`src/rtl/gesture_pkg.sv`:
```
// Shared types for the push-button gesture front-end: gesture codes and FSM states.
package gesture_pkg;

    typedef enum logic [1:0] {
        GEST_NONE   = 2'd0,
        GEST_TAP    = 2'd1,
        GEST_DOUBLE = 2'd2,
        GEST_LONG   = 2'd3
    } gesture_t;

    typedef enum logic [2:0] {
        ST_IDLE      = 3'd0,
        ST_PRESS1    = 3'd1,
        ST_WAIT_GAP  = 3'd2,
        ST_PRESS2    = 3'd3,
        ST_LONG_HELD = 3'd4
    } gesture_state_t;

    function automatic int max_int(input int a, input int b);
        return (a > b) ? a : b;
    endfunction

endpackage

```
`src/rtl/button_debouncer.sv`:
```
// Two-flop synchroniser plus stability counter turning the raw active-low button
// into a clean active-high pressed level.
module button_debouncer #(
    parameter int DEBOUNCE_CYCLES = 4
) (
    input  logic Clock,
    input  logic nReset,
    input  logic button,
    output logic pressed
);

    localparam int CNT_W = $clog2(DEBOUNCE_CYCLES) + 1;
    localparam logic [CNT_W-1:0] CNT_LAST = CNT_W'(DEBOUNCE_CYCLES - 1);
    localparam logic [CNT_W-1:0] CNT_ONE  = CNT_W'(1);

    logic             sync1_r;
    logic             sync_n_r;
    logic             pressed_r;
    logic [CNT_W-1:0] cnt_r;
    logic             differ_s;

    // sync_n is active-low, so equal values against the active-high level mean disagreement
    assign differ_s = (sync_n_r == pressed_r);
    assign pressed  = pressed_r;

    // Synchroniser chain, resets to the released level
    always_ff @(posedge Clock or negedge nReset) begin
        if (!nReset) begin
            sync1_r  <= 1'b1;
            sync_n_r <= 1'b1;
        end else begin
            sync1_r  <= button;
            sync_n_r <= sync1_r;
        end
    end

    // Debounce counter and level flip once the input has disagreed long enough
    always_ff @(posedge Clock or negedge nReset) begin
        if (!nReset) begin
            cnt_r     <= '0;
            pressed_r <= 1'b0;
        end else if (differ_s) begin
            if (cnt_r == CNT_LAST) begin
                cnt_r     <= '0;
                pressed_r <= ~pressed_r;
            end else begin
                cnt_r     <= cnt_r + CNT_ONE;
                pressed_r <= pressed_r;
            end
        end else begin
            cnt_r     <= '0;
            pressed_r <= pressed_r;
        end
    end

endmodule

```
`src/rtl/gesture_decoder.sv`:
```
// Classifies debounced button activity into TAP, DOUBLE and LONG gestures and
// reports each as a registered one-cycle event.
module gesture_decoder
    import gesture_pkg::*;
#(
    parameter int DEBOUNCE_CYCLES = 4,
    parameter int LONG_CYCLES     = 1000,
    parameter int GAP_CYCLES      = 200
) (
    input  logic       Clock,
    input  logic       nReset,
    input  logic       button,
    output logic       pressed,
    output logic       event_valid,
    output logic [1:0] event_code
);

    localparam int TIMER_W = $clog2(max_int(LONG_CYCLES, GAP_CYCLES)) + 1;
    localparam logic [TIMER_W-1:0] LONG_LAST = TIMER_W'(LONG_CYCLES - 1);
    localparam logic [TIMER_W-1:0] GAP_LAST  = TIMER_W'(GAP_CYCLES - 1);
    localparam logic [TIMER_W-1:0] TIMER_ONE = TIMER_W'(1);
    localparam logic [TIMER_W-1:0] TIMER_MAX = {TIMER_W{1'b1}};

    logic               pressed_s;
    gesture_state_t     state_r;
    gesture_state_t     state_next_s;
    logic [TIMER_W-1:0] timer_r;
    logic               emit_s;
    gesture_t           code_s;
    logic               event_valid_r;
    gesture_t           event_code_r;

    button_debouncer #(
        .DEBOUNCE_CYCLES(DEBOUNCE_CYCLES)
    ) u_debouncer (
        .Clock  (Clock),
        .nReset (nReset),
        .button (button),
        .pressed(pressed_s)
    );

    assign pressed     = pressed_s;
    assign event_valid = event_valid_r;
    assign event_code  = event_code_r;

    // Next-state and event decision; release/press in an expiry cycle wins over the timeout
    always_comb begin
        state_next_s = state_r;
        emit_s       = 1'b0;
        code_s       = GEST_NONE;
        case (state_r)
            ST_IDLE: begin
                if (pressed_s) begin
                    state_next_s = ST_PRESS1;
                end else begin
                    state_next_s = ST_IDLE;
                end
            end
            ST_PRESS1: begin
                if (!pressed_s) begin
                    state_next_s = ST_WAIT_GAP;
                end else if (timer_r == LONG_LAST) begin
                    state_next_s = ST_LONG_HELD;
                    emit_s       = 1'b1;
                    code_s       = GEST_LONG;
                end else begin
                    state_next_s = ST_PRESS1;
                end
            end
            ST_WAIT_GAP: begin
                if (pressed_s) begin
                    state_next_s = ST_PRESS2;
                end else if (timer_r == GAP_LAST) begin
                    state_next_s = ST_IDLE;
                    emit_s       = 1'b1;
                    code_s       = GEST_TAP;
                end else begin
                    state_next_s = ST_WAIT_GAP;
                end
            end
            ST_PRESS2: begin
                if (!pressed_s) begin
                    state_next_s = ST_IDLE;
                    emit_s       = 1'b1;
                    code_s       = GEST_DOUBLE;
                end else begin
                    state_next_s = ST_PRESS2;
                end
            end
            ST_LONG_HELD: begin
                if (!pressed_s) begin
                    state_next_s = ST_IDLE;
                end else begin
                    state_next_s = ST_LONG_HELD;
                end
            end
            default: begin
                state_next_s = ST_IDLE;
            end
        endcase
    end

    // State, shared saturating timer and registered event outputs
    always_ff @(posedge Clock or negedge nReset) begin
        if (!nReset) begin
            state_r       <= ST_IDLE;
            timer_r       <= '0;
            event_valid_r <= 1'b0;
            event_code_r  <= GEST_NONE;
        end else begin
            state_r       <= state_next_s;
            event_valid_r <= emit_s;
            event_code_r  <= code_s;
            if (state_next_s != state_r) begin
                timer_r <= '0;
            end else if (timer_r != TIMER_MAX) begin
                timer_r <= timer_r + TIMER_ONE;
            end else begin
                timer_r <= timer_r;
            end
        end
    end

endmodule

```
`config.mk`:
```
export PLATFORM = sky130hd
export DESIGN_NAME = gesture_decoder
export DESIGN_NICKNAME = d
export VERILOG_FILES = /design/src/rtl/gesture_pkg.sv /design/src/rtl/button_debouncer.sv /design/src/rtl/gesture_decoder.sv
export SDC_FILE = /design/constraint.sdc
export NUM_CORES = 1
export LEC_CHECK = 0
export BUFFER_PORTS_ARGS = -buffer_cell sky130_fd_sc_hd__buf_2
export CAP_MARGIN = 30
export CORE_ASPECT_RATIO = 1.1
export CORE_MARGIN = 4
export CORE_UTILIZATION = 58
export CTS_CLUSTER_SIZE = 30
export DETAILED_ROUTE_END_ITERATION = 8
export GPL_ROUTABILITY_DRIVEN = 0
export GPL_TIMING_DRIVEN = 0
export PLACE_DENSITY = 0.8
export SLEW_MARGIN = 20
export SYNTH_ARGS = -nofsm -noshare
export SYNTH_HDL_FRONTEND = slang
export SYNTH_SLANG_ARGS = --single-unit
```
`constraint.sdc`:
```
create_clock -name Clock -period 2.4 [get_ports Clock]
set_clock_uncertainty 0.2 [all_clocks]
set_input_delay 0.12 -clock Clock [delete_from_list [all_inputs] [get_ports Clock]]
set_output_delay 0.12 -clock Clock [all_outputs]
set_load 0.05 [all_outputs]
```
# After elaboration in Yosys (flattened, before gate mapping)
# Cells that the tools add are included.
# W data, S select, Z words.
# classes
add_sub_neg,2
mul,0
div_mod_pow,0
magnitude_cmp,0
eq_ne,10
shifts,0
muxes,24
bitwise,1
reduce_logical,3
# ops
op,count
$mux W11,2
$mux W3,5
$pmux W3 S5,1
$mux W2,6
$add A11 B1 Y11 const B,1
$eq A11 B10 Y1 const B,1
$eq A11 B8 Y1 const B,1
$ne A11 B11 Y1 const B,1
$eq A3 B2 Y1 const B,3
$mux W1,8
$pmux W2 S3,1
$add A3 B1 Y3 const B,1
$eq A3 B1 Y1 const B,1
$eq A3 B3 Y1 const B,1
$logic_not A3 Y1,1
$ne A3 B3 Y1,1
$pmux W1 S3,1
$reduce_and A2 Y1,1
$reduce_bool A2 Y1,1
$eq A1 B1 Y1,1
$not A1 Y1,1
# word_totals
regBits,23
latch_bits,0
mem_bits_rw,0
romBits,0
in_bits,3
output_inout_bits,4
elab_cells,48
n_memories,0

# Logic depth before layout (Yosys ltp)
# logic_depth
depth_word,6
depth_mapped,7
ltp_nobuf,6

# Hierarchy
# Synthesis repeated with hierarchy kept, for this count alone.
# unflattened
cells_unflattened,111
hier_area_um2,1121.1
# modules_own_cells
mod,instances,cells_each,area_per_inst_um2,seq_area_each_um2
gesture_decoder,1,97,907.1,425.4
button_debouncer,1,14,214.0,152.6

# Worst setup path before layout
# Ideal clock, no wire load.
# synth_timing
path_type,reg-to-reg
from,"register u_debouncer.pressed_r, in the netlist u_debouncer.pressed"
to,register timer_r[8]
setup_time_ns,0.128
arrival_ns,1.755
t_required_ns,2.072
path_slack_ns,0.317
stages_incl_launch_ff,7
path_buffers,1
path_cell_list,dfrtp_1 or4_1 nor3_2 a21oi_1 o32ai_2 buf_6 nor3_2
# synth_between
elab_chain_cells,4
elab_cells_between_ends,9
cone_classes,1 x eq/ne; 7 x mux; 1 x reduce/logical
# synth_rtl
item,line_no,text
start: declaration,button_debouncer.sv:18,logic pressed_r;
start signal: assignment,button_debouncer.sv:45,pressed_r <= ~pressed_r;
start signal: assignment,button_debouncer.sv:48,pressed_r <= pressed_r;
start signal: assignment,button_debouncer.sv:52,pressed_r <= pressed_r;
"$mux W2, or another cell as far along",gesture_decoder.sv:82,if (!pressed_s) begin
$pmux W3 S5 *,gesture_decoder.sv:51,case (state_r)
$ne A3 B3 Y1 *,gesture_decoder.sv:114,if (state_next_s != state_r) begin
$mux W11 or $reduce_bool A2 Y1 (tied branches),n/a,
end signal: assignment,gesture_decoder.sv:117,timer_r <= timer_r + TIMER_ONE;
end signal: assignment,gesture_decoder.sv:119,timer_r <= timer_r;
end: declaration,gesture_decoder.sv:27,logic [TIMER_W-1:0] timer_r;
# Every way passes the cells marked *; elsewhere a longest branch is shown, timed or not.
# A chain may end at the register's enable or synchronous reset.

# Worst setup path after layout
# layout_timing
from,register timer_r[0]
to,register timer_r[3]
# layout_between
elab_chain_cells,6
elab_cells_between_ends,13
cone_classes,1 x add/sub; 4 x eq/ne; 7 x mux; 1 x reduce/logical
# layout_rtl
item,line_no
$eq A11 B10 Y1 or $eq A11 B8 Y1 (tied branches),"gesture_decoder.sv:62, gesture_decoder.sv:73"
$mux W3 or $mux W2 (tied branches),"gesture_decoder.sv:62, gesture_decoder.sv:73"
$mux W3 or $mux W2 (tied branches),"gesture_decoder.sv:60, gesture_decoder.sv:71"
$pmux W3 S5,gesture_decoder.sv:51
$ne A3 B3 Y1,gesture_decoder.sv:114
$mux W11 or $reduce_bool A2 Y1 (tied branches),n/a
# Several ways; a longest one is shown, not always the timed one. The select of a mux whose other input is x is not followed.

==> results.md <==
- Status: complete, no violations
- Fmax: approximately 460 MHz
- Mapped Area: between 0.001 and 0.0015 sq mm
- Final hold vios: 0
- Critical R2R Launch: timer_r[0]
- Initial core utilization: 0.6291
- Clock Latency Late Sink: between 300 and 400 ps
- Max FO, Critical Path: 10
- Clk slew on worst S/H paths: 130 ps
- Total routed wirelength: a little under 2 mm
- Nets: 127
- IO Pins: 7
- FF-to-FF path depth: 7
- Post-Place Cell Area: 0.001222 sq mm
- Ys flop type: dfrtp_1
- Worst hold slack: about 87 ps
- Die Area: 0.002778 sq mm
- Relative slew slack: 0.6580
- Largest net degree at the start of global routing: 24
- Drt initial violations: 14
- Crit end category: flip-flop
- Post-DR wirelength/cell: 13.24 um
- Final Cycle Share: 0.9019
- WS Path Type: reg2reg
- GR Layer Usage met2: 0.2957
- Vias per cell: 5.689
- GR Util All Layers: 0.1735
- EDFF count, synth: 0
- Placed cells: approximately 140
- Core area: 0.001842 sq mm
- Num rows: 16
- Final instance area: roughly 0.0013 sq mm
- Layout cells sized above 1: 0.2231
- Most frequent cell after synthesis: dfrtp_1
- Cells resized by post-CTS repair: 0
- Number of CTS-inserted buffers: 3
- Grt peak-use layer: met2
- P per Cell Area: 862.6 mW/mm^2
- Worst Hold Class: in2async
- Sequential area share after synthesis: 0.4989
- Setup TNS: 0 ps
- Yosys cell types: 34
- IO Port Bufs: 6
- DRC: 0
- Synth area leaders: dfrtp_1 (45%), dfstp_2 (4.5%), nor2_1 (4.2%)
- Die Ht: ~55 um
- Maximum VDD drop: 0.6599 mV
- Hold buffers post-CTS: 2
- Worst Max-Slew Pin Slew: between 500 and 600 ps
- Remaining Overflow, GRT: 0
- Longest Clk Path Bufs: 2
- Maxcap violations: 0
- Dpl hpwl: about 1.4 mm
- Synth top cells by count: dfrtp_1 (21), nor2_1 (13), a21oi_1 (8), nand2_1 (8), xor2_1 (5)
- Fin. max-slew vios: 0
- Critical path data arrival time: 2180 ps
- CTS sink count: 23
- Layout overhead on the synthesized area: 9.611%
- Global routing met3 resource utilization: 0.03270
- Area fraction of the dominant cell type after synthesis: 0.4536
- CTS tree: done
- Gate Count Post-Synth: ~110
- Initial antenna violation count: 0
- Post-CTS Setup Bufs: 0
- Drt first pass iters: 4
- Seq cells post-synth: 23
- Clk Tree Root Cell: clkbuf_4
- Final Non-Filler Cells: roughly 150
- Synth warn: 0
- CP startpoint kind: flip-flop
- Reg2Reg Setup Slack: roughly 240 ps
- Mapped Nets: around 110
- Fin util: 0.6895
- WP data required: about 2400 ps
- Reg-to-reg endpoint: timer_r[3]
- Vias in the first global route: 796
- Antenna Cells: 0
- Post-synth top area cell: dfrtp_1
- First-pass GRT wire length: between 3 and 4 mm
- Ys async rst share: 1.000
- RSZ-0062 raised after global routing: false
- Htree depth: 1
- Final setup fails: 0
- Met1 Use GR: 0.2003
- Die width: between 50 and 60 um
- Syn Area/Cell: 10.63 sq um
- Fin crit period: about 2200 ps
- P_leak: between 0.5 and 0.6 nW
- Post-DRT Antenna Nets: 0
- Via count: roughly 840
registers in the layout (all words and copies together), names as in the netlist:
signal / cells
event_code: 2
event_valid: 1
state_r: 3
timer_r: 11
u_debouncer.cnt_r: 3
u_debouncer.pressed: 1
u_debouncer.sync1_r: 1
u_debouncer.sync_n_r: 1
kinds of logic after synthesis:
logic type,after synthesis,share of synthesized area
DFF,23,0.4989
adders and majority gates,2,0.02159
AOI/OAI and AO/OA,18,0.1102
buffers and inverters,7,0.04211
muxes,2,0.01836
and+or+nand+nor,51,0.2635
xor gates and xnor gates,6,0.04536
power by group:
| part | internal [mW] | switching, mW | total (mW) |
|---|---|---|---|
| Clock | 0.0624 | 0.116 | 0.178 |
| Combinational | 0.152 | 0.252 | 0.404 |
| Sequential | 0.459 | 0.0539 | 0.513 |
metrics by stage:
step / total power [mW] / setup slack [ps]
2_1_floorplan: 0.8334 / 317.4
5_1_grt: 1.173 / 79.22
3_5_place_dp: 0.9231 / 247.7
6_report: 1.095 / 235.4
4_1_cts: 1.104 / 231.9
3_3_place_gp: 0.9062 / 364.3
how the worst max path moves through the flow:
stage                                    from    endpoint  slack [ps]  depth (start not counted)
after floorplan           u_debouncer.pressed  timer_r[8]         320                          6
after global placement             timer_r[0]  timer_r[8]         360                          7
after detailed placement           timer_r[0]  timer_r[8]         250                          7
after CTS                          timer_r[0]  timer_r[3]         230                          7
after global routing               timer_r[0]  timer_r[0]          80                          7
final                              timer_r[0]  timer_r[3]         240                          7
per-layer routing:
layer	share of wire	wire length [um]	up-vias
li1	-	-	414
met1	0.47	913	411
met2	0.48	944	13
met3	0.024	47	4
met4	0.028	55	0
met5	0	0	-
final cells by class:
| class | count | area (sq um) |
|---|---|---|
| Timing Repair Buffer | 8 | 50.05 |
| Clock buffer | 3 | 22.52 |
| Buffer | 3 | 33.78 |
| Clock inverter | 1 | 5.005 |
| Fill cell | 140 | 571.8 |
| Multi-Input combinational cell | 79 | 531.8 |
| Tap cell | 27 | 33.78 |
| Sequential cell | 23 | 578.1 |
| Inverter | 4 | 15.01 |
placed cells by master (no fill, tap or decap), drive strengths merged, types with 3 or more instances in the layout:
master,n
and4,4
a31oi,3
nor2,13
nor3,5
o21ai,3
a211oi,3
buf,9
and3,5
inv,4
nand2,8
a21oi,8
nand3,4
clkbuf,3
xor2,5
dfrtp,21
critical path: stages (launching register included):
cell      delay (ps)
dfrtp_1          400
ha_1             220
nand2_1          110
nor4_2           390
a211oi_2         150
o32ai_2          340
buf_6            200
nor2_1            60
(Power assumes the default switching activity.)
